<file path="src/rtl/gfg_video_pkg.sv">
// Shared video timing definitions: vertical FSM encoding and default 640x480 timing.
package gfg_video_pkg;

    // Vertical region of the frame; each state starts on a line boundary.
    typedef enum logic [1:0] {
        VVis  = 2'd0,
        VFp   = 2'd1,
        VSync = 2'd2,
        VBp   = 2'd3
    } v_state_e;

    localparam int unsigned DEF_H_ACTIVE = 640;
    localparam int unsigned DEF_H_FRONT  = 16;
    localparam int unsigned DEF_H_SYNC   = 96;
    localparam int unsigned DEF_H_BACK   = 48;
    localparam int unsigned DEF_V_ACTIVE = 480;
    localparam int unsigned DEF_V_FRONT  = 10;
    localparam int unsigned DEF_V_SYNC   = 2;
    localparam int unsigned DEF_V_BACK   = 33;
    localparam int unsigned DEF_PIXEL_W  = 12;
    localparam int unsigned DEF_ADDR_W   = 19;

endpackage

</file>
<file path="src/rtl/display_scanout_controller_if.sv">
// Frame buffer read port: address out, data back one cycle later, plus buffer select.
interface display_scanout_controller_if #(
    parameter int unsigned ADDR_W  = 19,
    parameter int unsigned PIXEL_W = 12
);
    logic [ADDR_W-1:0]  rd_addr;
    logic [PIXEL_W-1:0] rd_data;
    logic               read_buffer_sel;

    modport master (output rd_addr, output read_buffer_sel, input rd_data);
    modport slave  (input rd_addr, input read_buffer_sel, output rd_data);
endinterface

</file>
<file path="src/rtl/video_timing_counter.sv">
// Horizontal/vertical raster counters, vertical region FSM and region decode.
module video_timing_counter
    import gfg_video_pkg::*;
#(
    parameter int unsigned H_ACTIVE = DEF_H_ACTIVE,
    parameter int unsigned H_FRONT  = DEF_H_FRONT,
    parameter int unsigned H_SYNC   = DEF_H_SYNC,
    parameter int unsigned H_BACK   = DEF_H_BACK,
    parameter int unsigned V_ACTIVE = DEF_V_ACTIVE,
    parameter int unsigned V_FRONT  = DEF_V_FRONT,
    parameter int unsigned V_SYNC   = DEF_V_SYNC,
    parameter int unsigned V_BACK   = DEF_V_BACK
) (
    input  logic i_clk,
    input  logic i_arst,
    output logic o_visible,
    output logic o_hsync_n,
    output logic o_vsync_n,
    output logic o_frame_end,
    output logic o_swap_window_next
);
    localparam int unsigned H_TOTAL  = H_ACTIVE + H_FRONT + H_SYNC + H_BACK;
    localparam int unsigned V_TOTAL  = V_ACTIVE + V_FRONT + V_SYNC + V_BACK;
    localparam int unsigned HCNT_W   = (H_TOTAL > 1) ? $clog2(H_TOTAL) : 1;
    localparam int unsigned VCNT_W   = (V_TOTAL > 1) ? $clog2(V_TOTAL) : 1;
    localparam int unsigned HS_START = H_ACTIVE + H_FRONT;
    localparam int unsigned HS_END   = HS_START + H_SYNC;

    logic [HCNT_W-1:0] h_cnt_q, h_cnt_d;
    logic [VCNT_W-1:0] v_cnt_q, v_cnt_d;
    v_state_e          v_state_q, v_state_d;
    int unsigned       h_pos, v_pos, v_pos_next;
    logic              h_last, v_last;

    assign h_pos      = 32'(h_cnt_q);
    assign v_pos      = 32'(v_cnt_q);
    assign v_pos_next = 32'(v_cnt_d);
    assign h_last     = (h_pos == H_TOTAL - 1);
    assign v_last     = (v_pos == V_TOTAL - 1);

    // Next raster position; the vertical side only moves when a line wraps.
    always_comb begin
        h_cnt_d   = h_last ? '0 : h_cnt_q + HCNT_W'(1);
        v_cnt_d   = v_cnt_q;
        v_state_d = v_state_q;
        if (h_last) begin
            v_cnt_d = v_last ? '0 : v_cnt_q + VCNT_W'(1);
            case (v_state_q)
                VVis:    if (v_pos == V_ACTIVE - 1) v_state_d = VFp;
                VFp:     if (v_pos == V_ACTIVE + V_FRONT - 1) v_state_d = VSync;
                VSync:   if (v_pos == V_ACTIVE + V_FRONT + V_SYNC - 1) v_state_d = VBp;
                VBp:     if (v_last) v_state_d = VVis;
                default: v_state_d = VVis;
            endcase
        end
    end

    // Counter and vertical FSM state registers.
    always_ff @(posedge i_clk or posedge i_arst) begin
        if (i_arst) begin
            h_cnt_q   <= '0;
            v_cnt_q   <= '0;
            v_state_q <= VVis;
        end else begin
            h_cnt_q   <= h_cnt_d;
            v_cnt_q   <= v_cnt_d;
            v_state_q <= v_state_d;
        end
    end

    assign o_visible   = (h_pos < H_ACTIVE) && (v_state_q == VVis);
    assign o_hsync_n   = !((h_pos >= HS_START) && (h_pos < HS_END));
    assign o_vsync_n   = (v_state_q != VSync);
    assign o_frame_end = h_last && v_last;
    // Decoded from the next line so the registered flag lines up with v_cnt.
    assign o_swap_window_next = (v_pos_next >= V_ACTIVE) && (v_pos_next <= V_TOTAL - 2);

endmodule

</file>
<file path="src/rtl/display_scanout_controller.sv">
// Scans a double-buffered frame out to a video port with a two-stage output pipeline.
module display_scanout_controller
    import gfg_video_pkg::*;
#(
    parameter int unsigned H_ACTIVE = DEF_H_ACTIVE,
    parameter int unsigned H_FRONT  = DEF_H_FRONT,
    parameter int unsigned H_SYNC   = DEF_H_SYNC,
    parameter int unsigned H_BACK   = DEF_H_BACK,
    parameter int unsigned V_ACTIVE = DEF_V_ACTIVE,
    parameter int unsigned V_FRONT  = DEF_V_FRONT,
    parameter int unsigned V_SYNC   = DEF_V_SYNC,
    parameter int unsigned V_BACK   = DEF_V_BACK,
    parameter int unsigned PIXEL_W  = DEF_PIXEL_W,
    parameter int unsigned ADDR_W   = DEF_ADDR_W
) (
    input  logic                         i_clk,
    input  logic                         i_arst,
    input  logic                         i_rasterization_target,
    output logic                         o_frame_buffer_swap_allowed,
    display_scanout_controller_if.master fb,
    output logic                         o_hsync,
    output logic                         o_vsync,
    output logic                         o_de,
    output logic [PIXEL_W-1:0]           o_pixel
);
    logic visible, hsync_n, vsync_n, frame_end, swap_window_next;

    video_timing_counter #(
        .H_ACTIVE (H_ACTIVE),
        .H_FRONT  (H_FRONT),
        .H_SYNC   (H_SYNC),
        .H_BACK   (H_BACK),
        .V_ACTIVE (V_ACTIVE),
        .V_FRONT  (V_FRONT),
        .V_SYNC   (V_SYNC),
        .V_BACK   (V_BACK)
    ) u_timing (
        .i_clk              (i_clk),
        .i_arst             (i_arst),
        .o_visible          (visible),
        .o_hsync_n          (hsync_n),
        .o_vsync_n          (vsync_n),
        .o_frame_end        (frame_end),
        .o_swap_window_next (swap_window_next)
    );

    logic [ADDR_W-1:0]  rd_addr_q, rd_addr_d;
    logic               read_sel_q, read_sel_d;
    logic               swap_q, swap_d;
    logic               de_s1_q, de_s1_d, hsync_s1_q, hsync_s1_d, vsync_s1_q, vsync_s1_d;
    logic               de_q, de_d, hsync_q, hsync_d, vsync_q, vsync_d;
    logic [PIXEL_W-1:0] pixel_q, pixel_d;

    // Address counts visible pixels; buffer select only changes at the very end of a frame.
    always_comb begin
        rd_addr_d = rd_addr_q;
        if (frame_end) begin
            rd_addr_d = '0;
        end else if (visible) begin
            rd_addr_d = rd_addr_q + ADDR_W'(1);
        end
        read_sel_d = frame_end ? ~i_rasterization_target : read_sel_q;
        swap_d     = swap_window_next;
    end

    // Stage 1 waits for the RAM read; stage 2 pairs the controls with the returned pixel.
    always_comb begin
        de_s1_d    = visible;
        hsync_s1_d = hsync_n;
        vsync_s1_d = vsync_n;
        de_d       = de_s1_q;
        hsync_d    = hsync_s1_q;
        vsync_d    = vsync_s1_q;
        pixel_d    = de_s1_q ? fb.rd_data : '0;
    end

    // All scanout state, cleared asynchronously so outputs go idle without a clock.
    always_ff @(posedge i_clk or posedge i_arst) begin
        if (i_arst) begin
            rd_addr_q  <= '0;
            read_sel_q <= 1'b1;
            swap_q     <= 1'b0;
            de_s1_q    <= 1'b0;
            hsync_s1_q <= 1'b1;
            vsync_s1_q <= 1'b1;
            de_q       <= 1'b0;
            hsync_q    <= 1'b1;
            vsync_q    <= 1'b1;
            pixel_q    <= '0;
        end else begin
            rd_addr_q  <= rd_addr_d;
            read_sel_q <= read_sel_d;
            swap_q     <= swap_d;
            de_s1_q    <= de_s1_d;
            hsync_s1_q <= hsync_s1_d;
            vsync_s1_q <= vsync_s1_d;
            de_q       <= de_d;
            hsync_q    <= hsync_d;
            vsync_q    <= vsync_d;
            pixel_q    <= pixel_d;
        end
    end

    assign fb.rd_addr                  = rd_addr_q;
    assign fb.read_buffer_sel          = read_sel_q;
    assign o_frame_buffer_swap_allowed = swap_q;
    assign o_hsync                     = hsync_q;
    assign o_vsync                     = vsync_q;
    assign o_de                        = de_q;
    assign o_pixel                     = pixel_q;

endmodule

</file>
<file path="src/flat_wrapper.sv">
// flat-port wrapper written by rule: the top's interface ports become plain ports
module display_scanout_controller_flat import gfg_video_pkg::*;
#(
    parameter int unsigned H_ACTIVE = DEF_H_ACTIVE,
    parameter int unsigned H_FRONT  = DEF_H_FRONT,
    parameter int unsigned H_SYNC   = DEF_H_SYNC,
    parameter int unsigned H_BACK   = DEF_H_BACK,
    parameter int unsigned V_ACTIVE = DEF_V_ACTIVE,
    parameter int unsigned V_FRONT  = DEF_V_FRONT,
    parameter int unsigned V_SYNC   = DEF_V_SYNC,
    parameter int unsigned V_BACK   = DEF_V_BACK,
    parameter int unsigned PIXEL_W  = DEF_PIXEL_W,
    parameter int unsigned ADDR_W   = DEF_ADDR_W
)
  (i_clk, i_arst, i_rasterization_target, o_frame_buffer_swap_allowed, o_hsync, o_vsync, o_de, o_pixel, fb_rd_addr, fb_read_buffer_sel, fb_rd_data);
  display_scanout_controller_if #(.ADDR_W(ADDR_W), .PIXEL_W(PIXEL_W)) fb_i ();
  input  logic i_clk;
  input  logic i_arst;
  input  logic i_rasterization_target;
  output logic o_frame_buffer_swap_allowed;
  output logic o_hsync;
  output logic o_vsync;
  output logic o_de;
  output logic [PIXEL_W-1:0] o_pixel;
  output wire logic [$bits(fb_i.rd_addr)-1:0] fb_rd_addr;
  output wire logic [$bits(fb_i.read_buffer_sel)-1:0] fb_read_buffer_sel;
  input wire logic [$bits(fb_i.rd_data)-1:0] fb_rd_data;
  assign fb_rd_addr = fb_i.rd_addr;
  assign fb_read_buffer_sel = fb_i.read_buffer_sel;
  assign fb_i.rd_data = fb_rd_data;
  display_scanout_controller #(.H_ACTIVE(H_ACTIVE), .H_FRONT(H_FRONT), .H_SYNC(H_SYNC), .H_BACK(H_BACK), .V_ACTIVE(V_ACTIVE), .V_FRONT(V_FRONT), .V_SYNC(V_SYNC), .V_BACK(V_BACK), .PIXEL_W(PIXEL_W), .ADDR_W(ADDR_W)) u_core (.i_clk(i_clk), .i_arst(i_arst), .i_rasterization_target(i_rasterization_target), .o_frame_buffer_swap_allowed(o_frame_buffer_swap_allowed), .fb(fb_i), .o_hsync(o_hsync), .o_vsync(o_vsync), .o_de(o_de), .o_pixel(o_pixel));
endmodule
</file>
<file path="config.mk">
export PLATFORM = sky130hd
export DESIGN_NAME = display_scanout_controller_flat
export DESIGN_NICKNAME = d
export VERILOG_FILES = /design/src/rtl/gfg_video_pkg.sv /design/src/rtl/display_scanout_controller_if.sv /design/src/rtl/video_timing_counter.sv /design/src/rtl/display_scanout_controller.sv /design/src/flat_wrapper.sv
export SDC_FILE = /design/constraint.sdc
export NUM_CORES = 1
export LEC_CHECK = 0
export ABC_CLOCK_PERIOD_IN_PS = 3200
export CAP_MARGIN = 25
export CORE_ASPECT_RATIO = 0.9
export CORE_MARGIN = 2
export CORE_UTILIZATION = 40
export CTS_CLUSTER_DIAMETER = 100
export DETAILED_ROUTE_END_ITERATION = 8
export GPL_TIMING_DRIVEN = 0
export SLEW_MARGIN = 15
export SYNTH_ARGS = -nofsm -noshare
export SYNTH_HDL_FRONTEND = slang
export SYNTH_HIERARCHICAL = 1
export SYNTH_SLANG_ARGS = --single-unit
</file>
<file path="constraint.sdc">
create_clock -name i_clk -period 3.2 [get_ports i_clk]
set_input_delay 0.8 -clock i_clk [delete_from_list [all_inputs] [get_ports i_clk]]
set_output_delay 0.8 -clock i_clk [all_outputs]
set_load 0.05 [all_outputs]
</file>
==> tab_implementation.tex <==
\begin{tabular}{lr}
\hline
Metric & Value \\
\hline
\multicolumn{2}{l}{\textbf{Layout}} \\
\quad Final layout net count & 382 \\
\quad Ratio of cells with drive above 1 in the final layout & 0.144 \\
\quad Area added between synthesis and finish & 28.6\% \\
\quad Antenna cell count & 0 \\
\quad Number of filler cells placed in the layout & 721 \\
\quad Most frequent standard cell in the layout excluding fill and tap cells & dfrtp\_1 \\
\quad Most used cells in the layout excluding fill and tap cells & 56 x dfrtp\_1, 50 x clkdlybuf4s50\_1, 29 x nor2\_1 \\
\multicolumn{2}{l}{\textbf{Floorplan}} \\
\quad Number of top-level pins & 51 \\
\quad Total Die Area & 0.00833 mm² \\
\quad Chip width & 96.0 µm \\
\quad Effective utilization at floorplan & 0.408 \\
\quad Site Rows & 30 \\
\quad Die boundary height & 86.8 µm \\
\quad Placeable core region & 0.00747 mm² \\
\multicolumn{2}{l}{\textbf{Synthesis}} \\
\quad Warnings from Yosys & 6 \\
\quad Post-Syn Area & 0.00304 mm² \\
\quad Number of distinct library cells after synthesis & 57 \\
\quad Post-synth EDFFs & 0 \\
\quad Share of flip-flops with an asynchronous set or reset & 1.00 \\
\quad Register bit count reported by yosys & 61 \\
\quad Sequential share of the synthesized area & 0.503 \\
\quad Average cell area after synthesis & 10.4 µm² \\
\quad Primary flip-flop cell chosen by synthesis mapping & dfrtp\_1 \\
\quad Synthesized net count & 318 \\
\quad Number of cells produced by synthesis & 293 \\
\multicolumn{2}{l}{\textbf{STA}} \\
\quad RSZ-0062 raised after global routing & no \\
\quad Worst-margin pin slew & 0.886 ns \\
\quad Final-report max-slew violation count & 0 \\
\quad Hold Violations, Final & 0 \\
\quad Fraction of the cycle the final worst path needs & 0.937 \\
\quad Final critical path time including I/O delays and setup & 3.00 ns \\
\quad Max-slew headroom & 0.409 \\
\quad WHS & 0.357 ns \\
\quad Maximum clock frequency & 333 MHz \\
\quad Final setup violation count & 0 \\
\quad Clock tree skew after final layout & 0.00781 ns \\
\quad Crit path setup slack, layout & 0.200 ns \\
\multicolumn{2}{l}{\textbf{Critical path}} \\
\quad Number of cells on the worst reg-to-reg path & 8 \\
\quad WS Path Type & reg -> reg \\
\quad RR Startpoint & u\_core/u\_timing/h\_cnt\_q[5] \\
\quad Nature of the critical path endpoint & flop \\
\quad Critical register-to-register path endpoint & u\_core/fb.rd\_addr[16] \\
\quad Max FO, Critical Path & 10 \\
\quad Category of the worst setup path launch point & flop \\
\quad Crit path required time & 3.42 ns \\
\quad Minimum setup slack among reg-to-reg paths & 0.20 ns \\
\quad Data arrival time of the critical path & 3.22 ns \\
\multicolumn{2}{l}{\textbf{Placed design}} \\
\quad Detailed placement HPWL & 4470 µm \\
\quad Input/output buffers & 50 \\
\quad Routability Congestion & 0.845 \\
\quad Placement Setup Slack & -0.320 ns \\
\multicolumn{2}{l}{\textbf{Global routing}} \\
\quad Number of antenna violations at the first check in global routing & 0 \\
\quad Number of global-route vias before repair & 2154 \\
\quad First-pass GRT wire length & 10300 µm \\
\quad Global route overflow & 0 \\
\quad Overall Global Routing Usage & 0.163 \\
\quad Largest net degree at the start of global routing & 23 \\
\multicolumn{2}{l}{\textbf{Worst hold path}} \\
\quad Kind of path behind the tightest hold check & reg -> reg \\
\quad Start point of the worst hold path & u\_core/vsync\_d \\
\quad Hold endpoint & u\_core/o\_vsync \\
\quad Worst hold path cell count & 0 \\
\multicolumn{2}{l}{\textbf{Clock tree}} \\
\quad Clock input transition at the sequential cells of the worst setup and hold paths & 0.07 ns \\
\quad Maximum clock path buffer count & 2 \\
\quad Clock tree from TritonCTS & done \\
\quad Clock Tree Root & clkbuf\_8 \\
\quad Skew-Pair Late Insertion Delay & 0.34 ns \\
\quad Number of H-tree levels & 3 \\
\quad Number of clock sinks & 61 \\
\quad Number of buffers created by CTS & 9 \\
\multicolumn{2}{l}{\textbf{Drt}} \\
\quad Number of vias in the routed layout & 2305 \\
\quad Final routed wire length divided by cell count & 13.6 µm \\
\quad Number of routed nets with antenna violations & 0 \\
\quad Drt drc & 0 \\
\quad Total iterations of the first detailed-routing run & 4 \\
\quad Routed WL & 6200 µm \\
\quad Drt initial violations & 87 \\
\quad Vias per Instance & 5.04 \\
\multicolumn{2}{l}{\textbf{Run status}} \\
\quad Outcome & complete, no violations \\
\multicolumn{2}{l}{\textbf{Pwr}} \\
\quad IR Drop Worst-Case VDD & 0.000225 V \\
\quad Total power per unit cell area & 376 mW/mm² \\
\quad Total power of the final layout & 0.00147 W \\
\quad Leakage & 1.64 nW \\
\multicolumn{2}{l}{\textbf{Job}} \\
\quad Number of violations of the max-capacitance limit & 0 \\
\hline
\end{tabular}
logic make-up after synthesis:
kind of cell    count (synthesis)  share of synthesized area
fa+ha+maj                      10                     0.0411
flops                          61                      0.503
buf+inv                        26                     0.0382
xor+xnor                       22                     0.0633
simple gates                  129                      0.245
compound gates                 38                     0.0847
mux                             7                     0.0242
sequential cells by signal, summed over array words and instances, names as in the netlist, 2 cells and up:
name,count
u_core/fb.rd_addr,19
u_core/o_pixel,12
u_core/u_timing/h_cnt_q,10
u_core/u_timing/v_cnt_q,10
u_core/u_timing/v_state_q,2
timing repair:
action / 4_1_cts / 5_1_grt
resized for setup: 3 / 5
endpoints found under the setup margin: 16 / 15
hold buffers: 0 / 0
buffers inserted: 0 / 2
pin swaps: 0 / 1
report_power, final:
group	total, W	internal (W)	switching [W]	leakage [nW]
clock network	0.000606	0.000319	0.000288	0.0884
logic	0.0000851	0.0000349	0.0000503	0.782
registers	0.000781	0.000779	0.00000189	0.768
metrics by stage:
stage / instances / TNS, ns / utilization / cell area [µm²]
after detailed placement: 440 / -2.04 / 0.494 / 3690
after global routing: 457 / 0 / 0.524 / 3910
after floorplan: 293 / 0 / - / 3040
after CTS: 455 / 0 / 0.519 / 3880
after global placement: 439 / -1.34 / 0.491 / 3660
final: 457 / 0 / 0.524 / 3910
layer usage:
metal  wire length (µm)  GRT usage  vias up
li1                   -          -     1146
met1               2840      0.204     1096
met2               2900      0.257       55
met3                397     0.0704        8
met4                 72     0.0442        0
met5                  0          0        -
cell type report:
class / instances / area (µm²) / share of cell area
multi-input cells: 206 / 1420 / 0.363
plain buffers: 10 / 60.1 / 0.0153
inverters: 16 / 60.1 / 0.0153
flip-flops and latches: 61 / 1530 / 0.392
clock buffers: 12 / 155 / 0.0396
clock inverters: 3 / 21.3 / 0.00543
well taps: 96 / 120 / 0.0307
repair buffers: 53 / 543 / 0.139
Yosys cell counts (3+ instances only):
cell       n  area (µm²)
dfrtp_1   56        1400
nor2_1    29         109
nand2_1   18        67.6
inv_1     16        60.1
and2_1    15        93.8
xor2_1    12         105
nand3_1   11        55.1
o21ai_0   11        55.1
ha_1      10         125
nand4_1   10        62.6
xnor2_1   10        87.6
a21oi_1    9        45.0
nor3_1     8        40.0
clkbuf_1   6        22.5
dfstp_2    5         131
nor4_1     5        31.3
mux2i_1    4        40.0
nand2b_1   4        25.0
a31o_2     3        26.3
and3_1     3        18.8
o31ai_1    3        22.5
or3_1      3        18.8
or4_1      3        22.5
how the worst max path moves through the flow:
| stage | from | to | slack, ns | cells after the start |
|---|---|---|---|---|
| 3_5_place_dp | u_core/u_timing/h_cnt_q[5] | u_core/fb.rd_addr[16] | -0.32 | 8 |
| 3_3_place_gp | u_core/u_timing/h_cnt_q[5] | u_core/fb.rd_addr[16] | -0.29 | 8 |
| 5_1_grt | u_core/u_timing/v_cnt_q[3] | u_core/fb.rd_addr[16] | 0.009 | 8 |
| 4_1_cts | u_core/u_timing/v_cnt_q[0] | u_core/fb.rd_addr[16] | 0.007 | 9 |
| 6_report | u_core/u_timing/h_cnt_q[5] | u_core/fb.rd_addr[16] | 0.20 | 8 |
| 2_1_floorplan | u_core/u_timing/h_cnt_q[5] | u_core/fb.rd_addr[16] | 0.24 | 8 |
worst max-delay path: stages, from the launching register on:
cell       delay, ns
dfrtp_1         0.42
or4b_4          0.61
nor3_4          0.18
clkbuf_4        0.24
and2_2          0.26
o2111ai_2       0.29
nor4_4          0.42
nand4_1         0.15
mux2_1          0.32
Power figures use the tool's default switching activity.
